### src/rtl/mem_port_arbiter_pkg.sv
// Shared definitions for the memory port arbiter: FSM state encoding
// and the grant index width helper.
package mem_port_arbiter_pkg;

  localparam logic [1:0] ST_IDLE    = 2'd0;
  localparam logic [1:0] ST_ISSUE   = 2'd1;
  localparam logic [1:0] ST_WAIT    = 2'd2;
  localparam logic [1:0] ST_RELEASE = 2'd3;

  // Width of a requester index; never below one bit.
  function automatic int id_width(input int n);
    return (n > 1) ? $clog2(n) : 1;
  endfunction

endpackage

### src/rtl/mem_port_arbiter_rr_pick.sv
// Combinational round-robin picker: first set bit of req searching
// ptr+1, ptr+2, ... modulo NUM_REQ.
// Ports: req (request vector), ptr (last winner), found, index.
module mem_port_arbiter_rr_pick #(
  parameter int NUM_REQ = 4,
  parameter int ID_W    = 2
) (
  input  logic [NUM_REQ-1:0] req,
  input  logic [ID_W-1:0]    ptr,
  output logic               found,
  output logic [ID_W-1:0]    index
);

  // Walk offsets from farthest to nearest so the nearest hit wins.
  always_comb begin
    found = 1'b0;
    index = '0;
    for (int k = NUM_REQ; k >= 1; k--) begin
      if (req[(int'(ptr) + k) % NUM_REQ]) begin
        found = 1'b1;
        index = ID_W'((int'(ptr) + k) % NUM_REQ);
      end
    end
  end

endmodule

### src/rtl/mem_port_arbiter.sv
// Round-robin arbiter sharing one single-outstanding memory port
// (start/done handshake) between NUM_REQ requesters.
// Ports: clk, rst (sync, active high); req_start/req_we/req_addr/
// req_wdata per requester (flat vectors); req_done (one-hot pulse),
// req_err, req_rdata back to the winner; mem_start/mem_we/mem_addr/
// mem_wdata to memory, mem_done/mem_rdata from memory; busy, grant_id.
// Optional macro MEM_PORT_ARBITER_TIMEOUT_EN: abort a WAIT after
// TIMEOUT_CYCLES cycles with req_err set and req_rdata zero.
module mem_port_arbiter
  import mem_port_arbiter_pkg::*;
#(
  parameter  int NUM_REQ        = 4,
  parameter  int ADDR_W         = 32,
  parameter  int DATA_W         = 32,
  parameter  int TIMEOUT_CYCLES = 64,
  localparam int ID_W           = id_width(NUM_REQ)
) (
  input  logic                      clk,
  input  logic                      rst,
  input  logic [NUM_REQ-1:0]        req_start,
  input  logic [NUM_REQ-1:0]        req_we,
  input  logic [NUM_REQ*ADDR_W-1:0] req_addr,
  input  logic [NUM_REQ*DATA_W-1:0] req_wdata,
  output logic [NUM_REQ-1:0]        req_done,
  output logic                      req_err,
  output logic [DATA_W-1:0]         req_rdata,
  output logic                      mem_start,
  output logic                      mem_we,
  output logic [ADDR_W-1:0]         mem_addr,
  output logic [DATA_W-1:0]         mem_wdata,
  input  logic                      mem_done,
  input  logic [DATA_W-1:0]         mem_rdata,
  output logic                      busy,
  output logic [ID_W-1:0]           grant_id
);

  if (NUM_REQ < 2 || NUM_REQ > 8 || TIMEOUT_CYCLES < 1) begin : g_bad
    $error("mem_port_arbiter: parameter out of range");
  end

  logic [1:0]         state;
  logic [ID_W-1:0]    rr_ptr;
  logic               pick_found;
  logic [ID_W-1:0]    pick_idx;
  logic [NUM_REQ-1:0] grant_onehot;
  logic               wait_tmo;

  mem_port_arbiter_rr_pick #(
    .NUM_REQ (NUM_REQ),
    .ID_W    (ID_W)
  ) u_rr_pick (
    .req   (req_start),
    .ptr   (rr_ptr),
    .found (pick_found),
    .index (pick_idx)
  );

  assign grant_onehot = NUM_REQ'(1) << grant_id;
  assign busy         = (state != ST_IDLE);

`ifdef MEM_PORT_ARBITER_TIMEOUT_EN
  localparam int CNT_W = $clog2(TIMEOUT_CYCLES + 1);

  logic [CNT_W-1:0] wait_cnt;

  // Held at zero outside WAIT, so it restarts on every WAIT entry.
  always_ff @(posedge clk) begin
    if (rst || state != ST_WAIT) begin
      wait_cnt <= '0;
    end else if (!wait_tmo) begin
      wait_cnt <= wait_cnt + 1'b1;
    end
  end

  assign wait_tmo = (state == ST_WAIT) &&
                    (wait_cnt == CNT_W'(TIMEOUT_CYCLES));

  // A real mem_done in the same cycle wins over the timeout.
  always_ff @(posedge clk) begin
    if (rst) begin
      req_err <= 1'b0;
    end else begin
      req_err <= wait_tmo && !mem_done;
    end
  end
`else
  assign wait_tmo = 1'b0;
  assign req_err  = 1'b0;
`endif

  always_ff @(posedge clk) begin
    if (rst) begin
      state     <= ST_IDLE;
      rr_ptr    <= ID_W'(NUM_REQ - 1);
      grant_id  <= '0;
      mem_start <= 1'b0;
      mem_we    <= 1'b0;
      mem_addr  <= '0;
      mem_wdata <= '0;
      req_done  <= '0;
      req_rdata <= '0;
    end else begin
      mem_start <= 1'b0;
      req_done  <= '0;
      unique case (state)
        ST_IDLE: begin
          if (pick_found) begin
            grant_id  <= pick_idx;
            mem_we    <= req_we[pick_idx];
            mem_addr  <= req_addr[pick_idx*ADDR_W +: ADDR_W];
            mem_wdata <= req_wdata[pick_idx*DATA_W +: DATA_W];
            mem_start <= 1'b1;
            state     <= ST_ISSUE;
          end
        end
        ST_ISSUE: begin
          state <= ST_WAIT;
        end
        ST_WAIT: begin
          if (mem_done) begin
            req_done  <= grant_onehot;
            req_rdata <= mem_rdata;
            rr_ptr    <= grant_id;
            state     <= ST_RELEASE;
          end else if (wait_tmo) begin
            req_done  <= grant_onehot;
            req_rdata <= '0;
            rr_ptr    <= grant_id;
            state     <= ST_RELEASE;
          end
        end
        ST_RELEASE: begin
          state <= ST_IDLE;
        end
        default: begin
          state <= ST_IDLE;
        end
      endcase
    end
  end

endmodule

### config.mk
export PLATFORM = sky130hd
export DESIGN_NAME = mem_port_arbiter
export DESIGN_NICKNAME = d
export VERILOG_FILES = /design/src/rtl/mem_port_arbiter_pkg.sv /design/src/rtl/mem_port_arbiter_rr_pick.sv /design/src/rtl/mem_port_arbiter.sv
export SDC_FILE = /design/constraint.sdc
export NUM_CORES = 1
export LEC_CHECK = 0
export CAP_MARGIN = 20
export CORE_AREA = 2 2 158 160
export DETAILED_ROUTE_END_ITERATION = 8
export DIE_AREA = 0 0 160 162
export DONT_BUFFER_PORTS = 1
export SLEW_MARGIN = 20
export SYNTH_ARGS = -nofsm -noshare
export SYNTH_HDL_FRONTEND = slang
export SYNTH_SLANG_ARGS = --single-unit
### constraint.sdc
create_clock -name clk -period 2.03 [get_ports clk]
set_input_delay 0.203 -clock clk [delete_from_list [all_inputs] [get_ports clk]]
set_output_delay 0.203 -clock clk [all_outputs]
set_load 0.05 [all_outputs]
# Yosys cells after proc, flatten, opt, wreduce, memory -nomap -nowiden
# Cells that the tools add are included.
# totals
input_bits	299
word_cells	70
register_bits	108
# classes
n_lt_le_gt_ge	5
addsub	4
n_eq_ne	5
shifts	3
bitwise_logic	7
mux	26
n_reduce_logical	11
# op_table
operator	n
128-bit by 8-bit variable part select with 32-bit output	2
3-bit by 4-bit less-than comparator with 1-bit output, second input constant	4
1-bit two-way mux	14
2-bit two-way mux	6
1-bit binary-select mux with 2-bit select	5
2-bit OR reduction	5
2-bit one-hot mux with 4 select lines	1
2-bit AND reduction	3
2-bit by 1-bit adder with 2-bit output, second input constant	2
2-bit adder, second input constant	2
1-bit AND, first input constant	4
2-bit equality test, second input constant	2
2-bit != test, second input constant	2
1-bit by 2-bit left shift with 4-bit output, first input constant	1
2-bit by 3-bit less-than comparator with 1-bit output, second input constant	1
1-bit inverter	3
3-bit OR reduction	1
2-bit by 1-bit equality test with 1-bit output, second input constant	1
2-bit logical NOT	1
2-bit nonzero test	1

# Longest topological paths before layout
# Gate-level depths: netlist of the first run.
# depth
ltp_word	12
ltp_mapped	8
mapped_depth_nobuf	7

# Hierarchy
# From an unflattened synthesis of the first run, not the netlist that was laid out.
# unflattened
cells_unflattened	497
hier_area_um2	5437.7
# by_module_without_submodules
module	instances	area_each_um2	cells_each	seq_area_each_um2
mem_port_arbiter	1	5346.4	483	2162.1
mem_port_arbiter_rr_pick	1	91.3	14	0.0

# Worst setup path after synthesis of the first run
# Ideal clock, no wire load.
# synth_path
kind	register -> register
from	reg state[0]
to	reg mem_addr[11]
t_required_ps	1885
n_path_buf	1
t_arrival_ps	1770
stages_incl_launch_ff	9
synth_period_minus_slack_ps	1916
path_slack_ps	114
cell_sequence	dfxtp_1 inv_1 ha_1 inv_1 nor2_1 o21ai_0 buf_2 a211oi_1 a2111oi_2
# synth_between
elab_chain_cells	2
# synth_lines
item	line_no	source
start, declared	mem_port_arbiter.sv:41	logic [1:0] state;
start signal, assigned	mem_port_arbiter.sv:93	state <= ST_IDLE;
start signal, assigned	mem_port_arbiter.sv:113	state <= ST_ISSUE;
start signal, assigned	mem_port_arbiter.sv:117	state <= ST_WAIT;
2-bit logical NOT	mem_port_arbiter.sv:105	unique case (state)
2-bit AND reduction (no line)	-	
end signal, assigned	mem_port_arbiter.sv:110	mem_addr <= req_addr[pick_idx*ADDR_W +: ADDR_W];
end, declared	mem_port_arbiter.sv:29	output logic [ADDR_W-1:0] mem_addr,
# No other way between the ends.
# A chain may end at the register's enable or synchronous reset.

# Worst setup path after layout of the first run
# layout_path
from	reg rr_ptr[0]
to	reg mem_wdata[20]
# layout_between
elab_chain_cells	9
word_cells_on_any_way	26
classes_between	4 x add/sub; 1 x shift; 20 x mux; 1 x reduce/logical
# layout_lines
item	line_no	source
start, declared	mem_port_arbiter.sv:42	logic [ID_W-1:0] rr_ptr;
start signal, assigned	mem_port_arbiter.sv:94	rr_ptr <= ID_W'(NUM_REQ - 1);
start signal, assigned	mem_port_arbiter.sv:123	rr_ptr <= grant_id;
start signal, assigned	mem_port_arbiter.sv:128	rr_ptr <= grant_id;
2-bit by 1-bit adder with 2-bit output	mem_port_arbiter_rr_pick.sv:19, mem_port_arbiter_rr_pick.sv:21	
1-bit binary-select mux with 2-bit select	mem_port_arbiter_rr_pick.sv:19	if (req[(int'(ptr) + k) % NUM_REQ]) begin
1-bit two-way mux (implied by the code) (2 in a row)	mem_port_arbiter_rr_pick.sv:19	
2-bit two-way mux / 1-bit two-way mux (equally long branches) (4 in a row)	mem_port_arbiter_rr_pick.sv:19	
128-bit by 8-bit variable part select with 32-bit output / 2-bit AND reduction (equally long branches)	-	
end signal, assigned	mem_port_arbiter.sv:111	mem_wdata <= req_wdata[pick_idx*DATA_W +: DATA_W];
end, declared	mem_port_arbiter.sv:30	output logic [DATA_W-1:0] mem_wdata,
# Several ways; a longest one is shown, not always the timed one. The select of a mux whose other input is x is not followed.

==> results of run 1 <==
[sequential cells by signal (all words and copies together), names as in the netlist]
signal     flops
req_rdata     32
rr_ptr         2
state          2
mem_we         1
mem_start      1
req_done       4
mem_wdata     32
mem_addr      32
grant_id       2
[timing repair]
action | CTS | global route
hold buffers | 33 | 0
resized for setup | 0 | 3
setup endpoints to repair | 0 | 11
endpoints found under the hold margin | 47 | 0
[routing by layer]
metal	vias up	GRT usage, %	part of all wire [%]
met5	-	0	0
met4	0	5.04	2.6
met3	26	4.37	8.7
met2	253	22.4	48
met1	2052	14.7	41
li1	2020	-	-
[kinds of logic (layout without fill, tap and decap cells)]
family,after synthesis,in the layout
AO/OA/AOI/OAI,129,129
adder cells (fa/ha/maj),2,2
buffers and inverters,48,88
flip-flops,108,108
multiplexers,119,119
other,1,2
AND/OR/NAND/NOR,102,102
[synthesized netlist by cell type]
library cell    n  area (um^2)
a2111oi_2      11          165
a211oi_1       11         82.6
a21oi_1         5         25.0
a22o_1         32          280
and3_1          1         6.26
buf_1           1         3.75
buf_2           6         30.0
buf_4          12         90.1
clkbuf_1       26         97.6
conb_1          1         3.75
dfxtp_1       108         2160
ha_1            2         25.0
inv_1           3         11.3
mux2i_1       119         1190
nand2_1        57          214
nand2b_1        5         31.3
nor2_1         23         86.3
nor2_2          1         6.26
nor2b_1         3         18.8
nor3_1          4         20.0
nor3_2          1         10.0
nor3b_1         3         22.5
nor4_1          1         6.26
nor4b_1         1         8.76
o21a_1          1         7.51
o21ai_0         1         5.00
o221ai_1       54          473
o22a_1          2         17.5
o22ai_1         1         6.26
o31a_1         10         87.6
o31ai_1         1         7.51
or2_2           2         12.5
[where the power goes]
part	internal [mW]	total, mW	switching [mW]
registers	2.74	4.93	2.19
clock network	0.889	1.86	0.974
logic	1.26	3.03	1.77
total	4.89	9.83	4.94
[path summary, 6_finish.rpt]
kind | start | endpoint | slack, ns | cells after the start
min reg2reg | rr_ptr[0] | rr_ptr[0] | 0.49 | 1
max reg2reg | rr_ptr[0] | mem_wdata[20] | 0.15 | 7
min | rst | mem_start | 0.06 | 2
max | rr_ptr[0] | mem_wdata[20] | 0.15 | 7
[cell usage in the layout (no fill, tap or decap), types with 11 or more instances in the layout]
cell / n
dlygate4sd3_1: 33
a2111oi_2: 11
mux2i_1: 118
dfxtp_1: 108
a22o_1: 32
nand2_1: 56
nor2_1: 22
buf_4: 28
o221ai_1: 54
a211oi_1: 11
[final cells by class]
type | count | area [um^2]
Fill cell | 2539 | 17600
Multi-Input combinational cell | 353 | 2860
Sequential cell | 108 | 2160
Timing Repair Buffer | 69 | 721
Tap cell | 324 | 405
Clock buffer | 9 | 225
Clock inverter | 7 | 81.3
Inverter | 3 | 11.3
Antenna cell | 1 | 2.50
[worst max-delay path, cell delays in order, from the launching register on]
cell      delay (ns)
dfxtp_1         0.34
nor2b_1         0.06
o21a_1          0.22
nor3_4          0.26
buf_4           0.19
buf_16          0.23
mux2i_1         0.26
o221ai_1        0.15
[through the flow]
stage,std cells,area (um^2),power (mW),utilization [%]
after floorplan,509,5220,7.00,-
after global placement,823,5780,7.90,24.0
after detailed placement,823,5780,7.94,24.0
after CTS,872,6420,9.92,26.6
after global routing,873,6460,10.3,26.8
final,874,6460,9.83,26.8
==> metrics.md, run 1 <==
| Metric | Value |
|---|---|
| CP Launch Type | `flop` |
| Fmax achieved | `0.532 GHz` |
| Register bit total from synthesis | `108` |
| Setup ws final | `0.149 ns` |
| CORE AREA | `0.0241 mm^2` |
| Clock Latency Late Sink | `0.36 ns` |
| Synthesized area | `0.00522 mm^2` |
| Area share of and/or/nand/nor cells after synthesis | `8.49%` |
| CTS max path bufs | `2` |
| Final setup fails | `0` |
| Critical-path maximum fanout | `39` |
| Clk slew on worst S/H paths | `0.09 ns` |
| Grt total ovfl | `0` |
| Synth Area in Adders | `0.480%` |
| Setup WS pre-CTS | `0.0390 ns` |
| Tmin final | `1.88 ns` |
| Largest net degree at the start of global routing | `51` |
| Max-slew violations | `0` |
| Status | `completed` |
| DR vias | `4351` |
| Hold/Removal Path Class | `input pin to flop` |
| Yosys warns | `0` |
| Die Area | `0.0259 mm^2` |
| Final Skew | `0.0120 ns` |
| Unique masters post-synth | `32` |
| Pre-Repair DR Iteration Count | `4` |
| Placer congestion estimate | `0.827` |
| Type of the worst setup path | `flop to flop` |
| Mux cell area share after synthesis | `22.8%` |
| Tot GR Track Use | `12.9%` |
| Vias per Instance | `4.98` |
| Final ANT Viol Nets | `0` |
| Detail Placement HPWL | `13200 um` |
| Vias in the first global route | `4462` |
| Global-route wire length before repair | `26100 um` |
| Setup tns final | `0 ns` |
| XOR/XNOR Fraction of Synth Area | `0%` |
| Syn_area_per_cell | `10.2 um^2` |
| Worst-Margin Slew | `0.969 ns` |
| # Post-CTS Setup Buffers | `0` |
| Max-Cap Viols | `0` |
| CTS sink cnt | `108` |
| Worst vdd ir | `519 uV` |
| Total Wirelength | `18100 um` |
| DIE WIDTH | `160 um` |
| Unrepaired setup endpoints after global routing | `no` |
| Crit path arrival time | `2.11 ns` |
| Worst Hold Slack | `0.0557 ns` |
| Layout area overhead | `24.0%` |
| CTS tree | `done` |
| CTS Buf Count | `9` |
| Slew margin rel. | `35.2%` |
| IO Pins | `405` |
| Starting Density | `21.6%` |
| Compound-Gate Fraction of Synth Area | `22.2%` |
| I/O Buffers | `0` |
| Routed len/inst | `20.7 um` |
| Final Hold Vio Count | `0` |
| Row cnt | `57` |
| DR DRC count | `0` |
| P_leak | `2.67 nW` |
| Largest family of logic cells by synthesized area | `multiplexers` |
| Final period utilization | `92.7%` |
| Syn Nets | `810` |
| Layout cell share with drive strength beyond 1 | `13.5%` |
| Post-Synthesis Cells | `509` |
| DRT iter0 DRCs | `221` |
| Die Span Y | `162 um` |
| Pwr Density | `1520 mW/mm^2` |
| Final nets | `845` |
| CP required | `2.26 ns` |
| Root Driver | `clkbuf_16` |
| CP Capture Type | `flop` |
| Initial antenna violation count | `1` |
| Register area share after synthesis | `41.5%` |
| H-tree Lvls | `3` |
No activity file was read; power rests on OpenSTA's default activity.
==> run 2, diff against run 1 <==
- CAP_MARGIN: 20 -> default
==> results of run 2 <==
The final DEF is identical to that of run 1; final timing and power are the same.
